<file path="src/rtl/mmio_uart_tx_pkg.sv">
// Shared definitions for the memory-mapped UART transmitter.
//  - CPU bus widths and mem_cmd encodings
//  - register offsets within the 16-byte window (selected by addr[3:2])
//  - STATUS bit positions
//  - serializer state encoding
//  - helper that saturates a FIFO occupancy to the 4-bit STATUS.count field
package mmio_uart_tx_pkg;

    localparam int W_CPU     = 32;
    localparam int W_MEM_CMD = 2;

    localparam logic [1:0] MEM_NOP   = 2'd0;
    localparam logic [1:0] MEM_READ  = 2'd1;
    localparam logic [1:0] MEM_WRITE = 2'd2;

    localparam logic [1:0] UART_REG_TXDATA = 2'd0;
    localparam logic [1:0] UART_REG_STATUS = 2'd1;
    localparam logic [1:0] UART_REG_CTRL   = 2'd2;

    localparam int ST_FULL    = 0;
    localparam int ST_EMPTY   = 1;
    localparam int ST_BUSY    = 2;
    localparam int ST_OVF     = 3;
    localparam int ST_CNT_LSB = 4;

    typedef enum logic [1:0] {
        UTX_IDLE  = 2'd0,
        UTX_START = 2'd1,
        UTX_DATA  = 2'd2,
        UTX_STOP  = 2'd3
    } utx_state_e;

    // Occupancy above 15 is reported as 15.
    function automatic logic [3:0] sat_count4(input logic [31:0] cnt);
        if (cnt > 32'd15) begin
            return 4'hF;
        end else begin
            return cnt[3:0];
        end
    endfunction

endpackage

</file>
<file path="src/rtl/mmio_uart_tx_sync_fifo.sv">
// Synchronous FIFO for the UART transmit path.
//  clk, rst     : clock, asynchronous active-high reset
//  push, din    : write strobe and data (ignored when full unless pop is also set)
//  pop, dout    : read strobe and head-of-queue data (dout valid whenever !empty)
//  full, empty  : occupancy flags
//  count        : number of stored entries (0..DEPTH)
// Pointers carry one extra wrap bit so full and empty are distinguishable.
module mmio_uart_tx_sync_fifo #(
    parameter int WIDTH = 8,
    parameter int DEPTH = 8
) (
    input  logic                     clk,
    input  logic                     rst,
    input  logic                     push,
    input  logic [WIDTH-1:0]         din,
    input  logic                     pop,
    output logic [WIDTH-1:0]         dout,
    output logic                     full,
    output logic                     empty,
    output logic [$clog2(DEPTH):0]   count
);

    localparam int AW = $clog2(DEPTH);
    localparam logic [AW:0] PTR_ONE = {{AW{1'b0}}, 1'b1};

    logic [AW:0]      wptr_r;
    logic [AW:0]      rptr_r;
    logic [WIDTH-1:0] mem_r [DEPTH];
    logic             do_push_s;
    logic             do_pop_s;

    assign full  = (wptr_r[AW] != rptr_r[AW]) && (wptr_r[AW-1:0] == rptr_r[AW-1:0]);
    assign empty = (wptr_r == rptr_r);
    assign count = wptr_r - rptr_r;
    assign dout  = mem_r[rptr_r[AW-1:0]];

    // A push into a full FIFO is accepted only when a pop frees the slot in the same cycle.
    assign do_push_s = push & (~full | pop);
    assign do_pop_s  = pop & ~empty;

    // Read/write pointer registers.
    always_ff @(posedge clk or posedge rst) begin
        if (rst) begin
            wptr_r <= {(AW+1){1'b0}};
            rptr_r <= {(AW+1){1'b0}};
        end else begin
            if (do_push_s) begin
                wptr_r <= wptr_r + PTR_ONE;
            end
            if (do_pop_s) begin
                rptr_r <= rptr_r + PTR_ONE;
            end
        end
    end

    // Storage array; contents need no reset because empty gates their use.
    always_ff @(posedge clk) begin
        if (do_push_s) begin
            mem_r[wptr_r[AW-1:0]] <= din;
        end
    end

endmodule

</file>
<file path="src/rtl/mmio_uart_tx.sv">
// Memory-mapped 8N1 console transmitter on the data-memory bus.
//  clk, rst : clock, asynchronous active-high reset
//  addr     : CPU byte address; window is BASE_ADDR..BASE_ADDR+15, register = addr[3:2]
//  mem_cmd  : bus command (MEM_READ / MEM_WRITE select this unit)
//  wdata    : store data
//  rdata    : combinational load data, zero when hit=0
//  hit      : address in window and command is a read or write
//  txd      : registered serial output, idle high
//  irq      : registered, irq_en & fifo empty & serializer idle
// Registers: 0 TXDATA (W push), 1 STATUS (R flags, W bit3 clears ovf), 2 CTRL (tx_en, irq_en).
module mmio_uart_tx
    import mmio_uart_tx_pkg::*;
#(
    parameter logic [31:0] BASE_ADDR    = 32'h1000_0000,
    parameter int          FIFO_DEPTH   = 8,
    parameter int          CLKS_PER_BIT = 868
) (
    input  logic                 clk,
    input  logic                 rst,
    input  logic [W_CPU-1:0]     addr,
    input  logic [W_MEM_CMD-1:0] mem_cmd,
    input  logic [W_CPU-1:0]     wdata,
    output logic [W_CPU-1:0]     rdata,
    output logic                 hit,
    output logic                 txd,
    output logic                 irq
);

    localparam int CW = $clog2(FIFO_DEPTH) + 1;
    localparam int CNT_W = $clog2(CLKS_PER_BIT);
    localparam logic [CNT_W-1:0] CNT_MAX  = CNT_W'(CLKS_PER_BIT - 1);
    localparam logic [CNT_W-1:0] CNT_ONE  = {{(CNT_W-1){1'b0}}, 1'b1};
    localparam logic [CNT_W-1:0] CNT_ZERO = {CNT_W{1'b0}};

    logic             hit_s, wr_s, push_s, pop_s, busy_s, bit_end_s;
    logic [1:0]       sel_s;
    logic [7:0]       fifo_dout_s;
    logic             fifo_full_s, fifo_empty_s;
    logic [CW-1:0]    fifo_count_s;
    logic [W_CPU-1:0] status_s;
    logic             unused_s;

    logic             ovf_r, tx_en_r, irq_en_r, irq_r, txd_r;
    utx_state_e       state_r, state_next;
    logic [CNT_W-1:0] bit_cnt_r, bit_cnt_next;
    logic [2:0]       bit_idx_r, bit_idx_next;
    logic [7:0]       shreg_r, shreg_next;
    logic             txd_next;

    assign hit_s  = (addr[31:4] == BASE_ADDR[31:4]) &&
                    ((mem_cmd == MEM_READ) || (mem_cmd == MEM_WRITE));
    assign wr_s   = hit_s && (mem_cmd == MEM_WRITE);
    assign sel_s  = addr[3:2];
    assign push_s = wr_s && (sel_s == UART_REG_TXDATA);
    assign busy_s = (state_r != UTX_IDLE);
    assign bit_end_s = (bit_cnt_r == CNT_MAX);
    assign unused_s  = ^{addr[1:0], wdata[W_CPU-1:8]};

    assign hit  = hit_s;
    assign txd  = txd_r;
    assign irq  = irq_r;

    mmio_uart_tx_sync_fifo #(
        .WIDTH (8),
        .DEPTH (FIFO_DEPTH)
    ) u_fifo (
        .clk   (clk),
        .rst   (rst),
        .push  (push_s),
        .din   (wdata[7:0]),
        .pop   (pop_s),
        .dout  (fifo_dout_s),
        .full  (fifo_full_s),
        .empty (fifo_empty_s),
        .count (fifo_count_s)
    );

    assign status_s = {{(W_CPU-8){1'b0}}, sat_count4(32'(fifo_count_s)),
                       ovf_r, busy_s, fifo_empty_s, fifo_full_s};

    // Combinational load data so a load completes in the same CPU cycle.
    always_comb begin
        rdata = {W_CPU{1'b0}};
        if (hit_s) begin
            case (sel_s)
                UART_REG_STATUS: rdata = status_s;
                UART_REG_CTRL:   rdata = {{(W_CPU-2){1'b0}}, irq_en_r, tx_en_r};
                default:         rdata = {W_CPU{1'b0}};
            endcase
        end else begin
            rdata = {W_CPU{1'b0}};
        end
    end

    // Control/status flops and the registered interrupt.
    always_ff @(posedge clk or posedge rst) begin
        if (rst) begin
            ovf_r    <= 1'b0;
            tx_en_r  <= 1'b1;
            irq_en_r <= 1'b0;
            irq_r    <= 1'b0;
        end else begin
            // A dropped byte takes priority over a clear in the same cycle.
            if (push_s && fifo_full_s && !pop_s) begin
                ovf_r <= 1'b1;
            end else if (wr_s && (sel_s == UART_REG_STATUS) && wdata[ST_OVF]) begin
                ovf_r <= 1'b0;
            end
            if (wr_s && (sel_s == UART_REG_CTRL)) begin
                tx_en_r  <= wdata[0];
                irq_en_r <= wdata[1];
            end
            irq_r <= irq_en_r & fifo_empty_s & ~busy_s;
        end
    end

    // Serializer next-state, bit timing and the next value of the txd pin.
    always_comb begin
        state_next   = state_r;
        bit_cnt_next = bit_cnt_r;
        bit_idx_next = bit_idx_r;
        shreg_next   = shreg_r;
        pop_s        = 1'b0;
        txd_next     = 1'b1;
        case (state_r)
            UTX_IDLE: begin
                if (tx_en_r && !fifo_empty_s) begin
                    pop_s        = 1'b1;
                    shreg_next   = fifo_dout_s;
                    bit_cnt_next = CNT_ZERO;
                    state_next   = UTX_START;
                end else begin
                    state_next = UTX_IDLE;
                end
            end
            UTX_START: begin
                if (bit_end_s) begin
                    bit_cnt_next = CNT_ZERO;
                    bit_idx_next = 3'd0;
                    state_next   = UTX_DATA;
                end else begin
                    bit_cnt_next = bit_cnt_r + CNT_ONE;
                end
            end
            UTX_DATA: begin
                if (bit_end_s) begin
                    bit_cnt_next = CNT_ZERO;
                    shreg_next   = {1'b0, shreg_r[7:1]};
                    if (bit_idx_r == 3'd7) begin
                        state_next = UTX_STOP;
                    end else begin
                        bit_idx_next = bit_idx_r + 3'd1;
                    end
                end else begin
                    bit_cnt_next = bit_cnt_r + CNT_ONE;
                end
            end
            UTX_STOP: begin
                if (bit_end_s) begin
                    bit_cnt_next = CNT_ZERO;
                    state_next   = UTX_IDLE;
                end else begin
                    bit_cnt_next = bit_cnt_r + CNT_ONE;
                end
            end
            default: begin
                state_next = UTX_IDLE;
            end
        endcase
        // The pin follows the state being entered so txd and state stay aligned.
        case (state_next)
            UTX_START: txd_next = 1'b0;
            UTX_DATA:  txd_next = shreg_next[0];
            default:   txd_next = 1'b1;
        endcase
    end

    // Serializer state registers, including the glitch-free txd flop.
    always_ff @(posedge clk or posedge rst) begin
        if (rst) begin
            state_r   <= UTX_IDLE;
            bit_cnt_r <= CNT_ZERO;
            bit_idx_r <= 3'd0;
            shreg_r   <= 8'h00;
            txd_r     <= 1'b1;
        end else begin
            state_r   <= state_next;
            bit_cnt_r <= bit_cnt_next;
            bit_idx_r <= bit_idx_next;
            shreg_r   <= shreg_next;
            txd_r     <= txd_next;
        end
    end

endmodule

</file>
<file path="config.mk">
export PLATFORM = sky130hd
export DESIGN_NAME = mmio_uart_tx
export DESIGN_NICKNAME = d
export VERILOG_FILES = /design/src/rtl/mmio_uart_tx_pkg.sv /design/src/rtl/mmio_uart_tx_sync_fifo.sv /design/src/rtl/mmio_uart_tx.sv
export SDC_FILE = /design/constraint.sdc
export NUM_CORES = 1
export LEC_CHECK = 0
export CAP_MARGIN = 15
export CORE_UTILIZATION = 51
export DETAILED_ROUTE_END_ITERATION = 12
export GPL_ROUTABILITY_DRIVEN = 0
export GPL_TIMING_DRIVEN = 0
export MAX_ROUTING_LAYER = met4
export PLACE_DENSITY = 0.9
export SLEW_MARGIN = 20
export SYNTH_ARGS = -nofsm -noshare
export SYNTH_HDL_FRONTEND = slang
export SYNTH_SLANG_ARGS = --single-unit
</file>
<file path="constraint.sdc">
create_clock -name clk -period 4.9 [get_ports clk]
set_input_delay 0.735 -clock clk [delete_from_list [all_inputs] [get_ports clk]]
set_output_delay 0.735 -clock clk [all_outputs]
set_load 0.05 [all_outputs]
</file>
# Word level (Yosys, flattened, before mapping)
# Memories as Yosys holds them, arrays and structs flattened.
# Index checks and enable logic that the tools add are counted.
# op_classes
addsub,5
n_eq_ne,19
n_mux,25
n_bitwise,8
n_reduce_logical,22
# op_table
cell,count
32-bit 2-to-1 mux,1
8-bit case mux with 2 select lines,2
28-bit by 25-bit equality test with 1-bit output (second input constant),1
10-bit 2-to-1 mux,2
10-bit case mux with 2 select lines,1
8-bit 2-to-1 mux,2
10-bit by 1-bit adder with 10-bit output (second input constant),1
10-bit equality test (second input constant),1
2-bit equality test (second input constant),5
1-bit logical AND,10
3-bit 2-to-1 mux,3
4-bit by 1-bit adder with 4-bit output (second input constant),2
2-bit by 1-bit equality test with 1-bit output (second input constant),4
2-bit 2-to-1 mux,4
2-bit inequality test (second input constant),4
2-bit case mux with 4 select lines,1
2-bit nonzero test,4
1-bit 2-to-1 mux,7
3-bit case mux with 2 select lines,1
1-bit AND,4
4-bit equality test,1
2-bit logical NOT,2
4-bit AND reduction,1
4-bit subtractor,1
11 further kinds,14
# totals
register_bits,36
ram_bits,64
inputBits,68
output_inout_bits,35
elab_cells,92
n_memories,1
# mem_list
memory,words,word_bits,read_ports,rd_ports_with_merged_regs,wr,line,text
u_fifo.mem_r,8,8,1,0,1,mmio_uart_tx_sync_fifo.sv:28,logic [WIDTH-1:0] mem_r [DEPTH];

# Longest topological paths before layout
# Gate-level depths: netlist of the first run.
# logic_depth
depth_word,9
depth_mapped,10
mapped_depth_nobuf,7

# Hierarchy
# Synthesis of the first run repeated with hierarchy kept, for this count alone.
# unflattened
hier_cells,377
area_unflattened_um2,4787.1
# modules_own_cells
module,n_inst,cells_each,area_each_um2,seq_area_each_um2
mmio_uart_tx_sync_fifo,1,169,2976.6,2122.0
mmio_uart_tx,1,208,1810.5,703.2

# Worst setup path before layout of the first run
# Ideal clock, no wire load.
# synth_timing
path_kind,input to register
start,input port mem_cmd[0]
end,memory u_fifo.mem_r[4][0] (enable)
setup_ns,0.398
t_arrival_ns,2.994
required_time_ns,4.502
slack_ns,1.508
stages,8
path_buffers,1
cell_sequence,inv_1 -> ha_1 -> nor4_1 -> nand4_1 -> nor2_1 -> buf_2 -> nand3_2 -> nor4b_1
# synth_via
elab_chain_len,8
word_cells_on_any_way,9
cone_classes,eq/ne: 2; mux: 2; bitwise: 1; reduce/logical: 4
# synth_rtl
item,line,text
start: declaration,mmio_uart_tx.sv:21,"input logic [W_MEM_CMD-1:0] mem_cmd,"
2-bit by 1-bit equality test with 1-bit output / 2-bit equality test (equally long branches),mmio_uart_tx.sv:51,((mem_cmd == MEM_READ) || (mem_cmd == MEM_WRITE));
1-bit logical OR (*),mmio_uart_tx.sv:51,
1-bit logical AND (*),mmio_uart_tx.sv:50,assign hit_s = (addr[31:4] == BASE_ADDR[31:4]) &&
via hit,mmio_uart_tx.sv:24,"output logic hit,"
1-bit logical AND (*),mmio_uart_tx.sv:52,assign wr_s = hit_s && (mem_cmd == MEM_WRITE);
1-bit logical AND (*),mmio_uart_tx.sv:54,assign push_s = wr_s && (sel_s == UART_REG_TXDATA);
1-bit AND (*),mmio_uart_tx_sync_fifo.sv:38,assign do_push_s = push & (~full | pop);
1-bit 2-to-1 mux (*),mmio_uart_tx_sync_fifo.sv:58,if (do_push_s) begin
1-bit 2-to-1 mux (not written as such) (*),mmio_uart_tx_sync_fifo.sv:59,mem_r[wptr_r[AW-1:0]] <= din;
end: declaration,mmio_uart_tx_sync_fifo.sv:28,
# Mark *: on every way through the listed nets, which the timed path passes. The rest lies on a longest branch.

# Final worst setup path of the first run
# layout_timing
start,register u_fifo.rptr_r[1]
end,output port rdata[1]
# layout_via
elab_chain_len,3
# layout_rtl
item,line,text
start: declaration,mmio_uart_tx_sync_fifo.sv:27,logic [AW:0] rptr_r;
start signal: assignment,mmio_uart_tx_sync_fifo.sv:45,rptr_r <= {(AW+1){1'b0}};
start signal: assignment,mmio_uart_tx_sync_fifo.sv:51,rptr_r <= rptr_r + PTR_ONE;
4-bit equality test,mmio_uart_tx_sync_fifo.sv:33,assign empty = (wptr_r == rptr_r);
8-bit case mux with 2 select lines,mmio_uart_tx.sv:85,case (sel_s)
32-bit 2-to-1 mux,mmio_uart_tx.sv:84,if (hit_s) begin
end: declaration,mmio_uart_tx.sv:23,"output logic [W_CPU-1:0] rdata,"
# Every way passes these cells.

==> metrics, run 1 <==
status finished, final reports clean; IO Count 103; EDFF count, synth 64; clock insertion delay at the later pin of the skew report 360 ps; critical path required time 4160 ps; Min Clock Period, post-route 4546 ps; Routed Antenna Nets 0; IO Port Bufs 52; post-DP HPWL 7247 um; FMAX 0.2200 GHz; total die area 9741 sq um; RR Endpoint u_fifo.mem_r[4][6]$_DFFE_PP_; critical setup path kind flop to output pin; synthesized instance count 343; proportion of synthesized chip area in sequential cells 59.25%; vias in the first global route 3,202; dominant synthesized flop cell edfxtp_1; vias per cell 5.622; Tot Pwr 1.494 mW; Setup Viol. Count Final 0; max-cap violation count 0; RSZ-0062 raised after global routing no; startpoint types flop; Worst-path clk slew 100 ps; CTS resizes 0; Warnings, synthesis 0; Worst slew margin 45.89%; hold_ws 522.2 ps; routed wire length per instance 17.73 um; Final #Nets 516; R2R cell count 10; Die Span X 98.70 um; die height 98.70 um; first drt pass iteration count 4; most common cell after layout, fill and taps aside edfxtp_1; final routed DRC violation total 0; pin count of the biggest net entering global routing 37; Synth area leaders edfxtp_1 40%, dfrtp_1 18%, mux4_2 7.6%; Worst R2R Setup Slack 850 ps; initial core utilization 53.63%; final instance area 5766 sq um; max-slew violations 0; hold_buf cts 0; postcts setup bufs 0; Root Buffer clkbuf_8; number of library cell types mapped by synthesis 59; area delta synth->final 20.91%; synthesis-stage register bit count 100; area of the mapped netlist 4768 sq um; Max rail drop VDD 0.2619 mV; H-Tree Depth 3; crit path cell chain clkbuf_1 -> buf_1 -> inv_1 -> ha_1 -> and3_1 -> nand2_1 -> o2bb2a_1 -> nor2_1 -> clkdlybuf4s50_1; cts bufs inserted 9; Sink Count 100; clock buffer depth 2; first-pass GRT wire length 15,930 um; Slew @ Worst Pin 807.3 ps; total grt overflow 0; final period utilization 92.78%; final setup TNS 0 ps; slowest CP cell clkdlybuf4s50_1; Detailed Route Iter0 Violations 162; Post-DP Area 5585 sq um; most frequent cells in the layout 64 x edfxtp_1, 52 x clkdlybuf4s50_1, 34 x dfrtp_1, 26 x buf_4, 26 x o21ai_0; share of cells above drive strength 1 21.82%; ant diodes 0; leading area contributor after synthesis edfxtp_1; power density cells 259.2 nW/um^2; crit-path max cell delay 810 ps; CP endpoint rdata[1]; Max Clock Skew 12.43 ps; Core Area 8891 sq um; vias 3,081; site row count 34; Synth top area share 40.30%; initial antenna violation count 0; Fin. Hold Viols 0; Critical Path Fanout Max 10; endpoint class of the critical path output pin; Hold Path Class flop to flop; gr usage total 22.37%; CP startpoint u_fifo.rptr_r[1]$_DFFE_PP0P_; detailed-route wire length 9718 um; Async S/R FF share, synth 36.00%; Arr. time, crit path 3810 ps; Avg Cell Area, Syn 13.90 sq um; CTS tree yes; Worst R2R Start u_fifo.rptr_r[1]$_DFFE_PP0P_; Leakage Power 2.237 nW
-- per-stage QoR --
stage                     std cells  worst slack (ps)  utilization [%]
after floorplan                 366              1508                -
after global placement          526             279.2            61.98
after detailed placement        532             754.9            62.82
after global routing            548             135.2            64.85
after CTS                       548             333.1            64.85
final                           548             353.7            64.85
-- worst max-delay path, delay by kind of cell, from the launching register on --
kind | cells | cell delay (ps)
flip-flops | 1 | 410
buffers and inverters | 4 | 2050
adder cells (fa/ha/maj) | 1 | 360
AND/OR/NAND/NOR | 3 | 350
AO/OA/AOI/OAI | 1 | 290
-- sequential cells by signal (all words and copies together) (netlist names) --
name / flops
bit_cnt_r: 10
bit_idx_r: 3
irq: 1
irq_en_r: 1
ovf_r: 1
shreg_r: 8
state_r: 2
tx_en_r: 1
txd: 1
u_fifo.mem_r: 64
u_fifo.rptr_r: 4
u_fifo.wptr_r: 4
-- cells by family (layout without fill, tap and decap cells) --
kind of cell | Yosys count | count (layout) | share of synthesized area, %
simple gates | 89 | 89 | 10.86
fa+ha+maj | 13 | 13 | 3.569
buf+inv | 46 | 120 | 6.218
compound gates | 56 | 56 | 7.898
mux | 27 | 27 | 9.945
xor+xnor | 11 | 11 | 2.178
flops | 100 | 100 | 59.25
other cells | 1 | 24 | 0.07864
-- how the worst min path moves through the flow --
| stage | from | end | slack (ps) | cells after the start |
|---|---|---|---|---|
| after detailed placement | shreg_r[7]$_DFFE_PP0P_ | shreg_r[7]$_DFFE_PP0P_ | 490 | 2 |
| after CTS | shreg_r[7]$_DFFE_PP0P_ | shreg_r[7]$_DFFE_PP0P_ | 510 | 2 |
| after global placement | ovf_r$_DFFE_PP0P_ | ovf_r$_DFFE_PP0P_ | 470 | 1 |
| after floorplan | ovf_r$_DFFE_PP0P_ | ovf_r$_DFFE_PP0P_ | 450 | 1 |
| final | shreg_r[7]$_DFFE_PP0P_ | shreg_r[7]$_DFFE_PP0P_ | 520 | 2 |
| after global routing | ovf_r$_DFFE_PP0P_ | ovf_r$_DFFE_PP0P_ | 540 | 1 |
-- area by class of cell --
class,count,area (sq um)
Fill cell,642,3126
Multi-Input combinational cell,220,1775
Sequential cell,100,2825
Clock buffer,9,123.9
Timing Repair Buffer,58,553.0
Clock inverter,7,56.30
Buffer,36,259.0
Tap cell,108,135.1
Inverter,10,37.54
-- routing by layer --
layer / wire length [um] / GRT usage (%) / vias to the layer above / share of wire (%)
met5: 0 / - / - / 0
met4: 126 / 8.611 / 0 / 1.3
li1: - / - / 1434 / -
met2: 5250 / 38.41 / 115 / 54
met1: 3719 / 26.32 / 1515 / 38
met3: 622 / 4.113 / 17 / 6.4
-- where the power goes --
group	total, mW	switching [mW]	internal [mW]
sequential	0.898	0.000000000385	0.898
clock	0.487	0.295	0.193
combinational	0.109	0.0641	0.0448
-- cell usage after synthesis, drive strengths merged, types with 3 or more instances --
cell / count
nor2: 19
mux2: 3
and3: 7
dfrtp: 34
nor4: 10
nand4: 6
inv: 10
clkbuf: 5
a21oi: 5
buf: 31
nand3: 6
a22oi: 8
xor2: 3
mux2i: 8
nor3: 5
nor4b: 3
ha: 12
mux4: 16
nand2: 24
xnor2: 8
o21ai: 27
o31ai: 3
edfxtp: 64
Note: power is estimated with default switching activity, not from simulation.
==> run 2: changes to the inputs <==
--- a/config.mk
+++ b/config.mk
@@ -12,6 +12,7 @@
 export GPL_TIMING_DRIVEN = 0
 export MAX_ROUTING_LAYER = met4
 export PLACE_DENSITY = 0.9
+export SKIP_LAST_GASP = 1
 export SLEW_MARGIN = 20
 export SYNTH_ARGS = -nofsm -noshare
 export SYNTH_HDL_FRONTEND = slang
==> results of run 2 <==
Final layout, timing and power as in run 1 (identical DEF).
==> run 3: changes to the inputs <==
--- a/config.mk
+++ b/config.mk
@@ -5,13 +5,14 @@
 export SDC_FILE = /design/constraint.sdc
 export NUM_CORES = 1
 export LEC_CHECK = 0
+export ABC_CLOCK_PERIOD_IN_PS = 4150
 export CAP_MARGIN = 15
-export CORE_UTILIZATION = 51
+export CORE_UTILIZATION = 46
 export DETAILED_ROUTE_END_ITERATION = 12
 export GPL_ROUTABILITY_DRIVEN = 0
 export GPL_TIMING_DRIVEN = 0
 export MAX_ROUTING_LAYER = met4
-export PLACE_DENSITY = 0.9
+export PLACE_DENSITY = 0.86
 export SKIP_LAST_GASP = 1
 export SLEW_MARGIN = 20
 export SYNTH_ARGS = -nofsm -noshare
==> constraint.sdc (replaced) <==
create_clock -name clk -period 4.15 [get_ports clk]
set_input_delay 0.6225 -clock clk [delete_from_list [all_inputs] [get_ports clk]]
set_output_delay 0.6225 -clock clk [all_outputs]
set_load 0.05 [all_outputs]
==> run 3 against run 2 <==
  * Setup slack lost 120 ps
  * Sequential power grew 18%
  * Utilization shrank 6.2 points
  * Via count decreased by 0.97%
  * Wire length down 2.8%
  * Cell count is 4.6% higher
  * Critical path type unchanged
  * Highest routed layer unchanged
==> metrics, run 3 (synthesis results as in run 1) <==
status finished, final reports clean; Sink Count 100; Cells after DPL 557; total die area 10,780 sq um; post-DP HPWL 6936 um; first drt pass iteration count 4; final instance area 5809 sq um; grt met1 use 20.99%; Die Span X 103.8 um; vias per cell 5.325; Core Area 9910 sq um; Worst-path clk slew 100 ps; startpoint types flop; die height 103.8 um; met3 usage 4.279%; setup slack after placement 168.3 ps; endpoint class of the critical path output pin; vias in the first global route 3,057; # fillers 770; Hold Startpoint shreg_r[7]$_DFFE_PP0P_; critical path required time 3530 ps; Tot Pwr 1.773 mW; CP Buf/Inv Count 4; pin count of the biggest net entering global routing 37; initial antenna violation count 0; Final Non-Filler Cells 573; CTS tree yes; max reg flops 64; vias 3,051; Worst R2R Start u_fifo.rptr_r[1]$_DFFE_PP0P_; RSZ-0062 raised after global routing no; crit-path leading delay family buffers and inverters; area delta synth->final 21.83%; Hold Path Class flop to flop; Setup Viol. Count Final 0; Final #Nets 516; clock buffer depth 2; postcts setup bufs 0; post-route setup slack 231.3 ps; Routed Antenna Nets 0; crit-path max cell delay 810 ps; Arr. time, crit path 3300 ps; Post-DP Area 5627 sq um; Fin. Hold Viols 0; crit path cell chain clkbuf_2 -> buf_2 -> inv_1 -> ha_1 -> and3_1 -> nand2_1 -> o2bb2a_1 -> nor2_1 -> clkdlybuf4s50_1; final routed DRC violation total 0; hold_buf cts 0; routed wire length per instance 16.48 um; IO Count 103; slowest CP cell clkdlybuf4s50_1; grt peak-use layer met2; final period utilization 94.43%; share of cells above drive strength 1 22.27%; clock insertion delay at the later pin of the skew report 370 ps; Leakage Power 2.244 nW; first-pass GRT wire length 15,110 um; initial core utilization 48.12%; share of the core filled with cells 58.62%; Max Clock Skew 10.09 ps; max-cap violation count 0; Max rail drop VDD 0.1833 mV; H-Tree Depth 3; met2 usage in global routing 32.43%; Slew @ Worst Pin 840.0 ps; most common cell after layout, fill and taps aside edfxtp_1; Root Buffer clkbuf_8; IO Port Bufs 52; power density cells 305.2 nW/um^2; CP startpoint u_fifo.rptr_r[1]$_DFFE_PP0P_; gr usage total 18.66%; ant diodes 0; Min Clock Period, post-route 3919 ps; cts bufs inserted 9; total grt overflow 0; max-slew violations 0; Critical Path Fanout Max 10; detailed-route wire length 9443 um; most frequent cells in the layout 64 x edfxtp_1, 52 x clkdlybuf4s50_1, 34 x dfrtp_1, 30 x buf_4, 26 x o21ai_0; Worst slew margin 43.69%; Detailed Route Iter0 Violations 207; critical setup path kind flop to output pin; FMAX 0.2552 GHz; site row count 36; CTS resizes 2
-- run 3: cell count changes in the layout (fill, tap and decap cells not counted), sizes merged --
cell,previous run,this run
clkinv,2,1
clkbuf,14,15
-- run 3: where the power goes --
group	switching, mW	internal, mW
Clock	0.355	0.230
Combinational	0.0754	0.0529
Sequential	0.000000000399	1.06
Total	0.430	1.34
-- run 3: final timing paths --
kind,endpoint,slack [ps],cells past startpoint
setup / recovery,rdata[1],230,9
hold / removal,shreg_r[7]$_DFFE_PP0P_,500,2
setup reg to reg,u_fifo.mem_r[6][3]$_DFFE_PP_,660,10
hold reg to reg,shreg_r[7]$_DFFE_PP0P_,500,2
max in group asynchronous,shreg_r[6]$_DFFE_PP0P_,2960,2
min in group asynchronous,bit_cnt_r[3]$_DFFE_PP0P_,700,2
-- run 3: final cells by class --
type / count / area, sq um / area share (%)
Sequential cell: 100 / 2825 / 48.63
Multi-Input combinational cell: 220 / 1775 / 30.56
Timing Repair Buffer: 58 / 563.0 / 9.692
Buffer: 36 / 261.5 / 4.501
Tap cell: 133 / 166.4 / 2.865
Clock buffer: 10 / 127.6 / 2.197
Clock inverter: 6 / 52.55 / 0.9046
Inverter: 10 / 37.54 / 0.6461
-- run 3: tightest hold or removal path: cells and delay by family (launching register included) --
family           cells  cell delay (ps)
AO/OA/AOI/OAI        1               60
flip-flops           1              350
AND/OR/NAND/NOR      1               50
-- run 3: per-stage QoR --
step           hold WS (ps)  TNS (ps)
5_1_grt               533.4         0
2_1_floorplan         448.1         0
3_3_place_gp          469.4    -16670
6_report              495.2         0
4_1_cts               498.3         0
3_5_place_dp          477.8         0
-- run 3: layer usage --
| metal | share of wire [%] | up-vias | wire [um] |
|---|---|---|---|
| li1 | - | 1439 | - |
| met1 | 41 | 1521 | 3886 |
| met2 | 54 | 76 | 5076 |
| met3 | 3.6 | 15 | 336 |
| met4 | 1.5 | 0 | 144 |
| met5 | 0 | - | 0 |
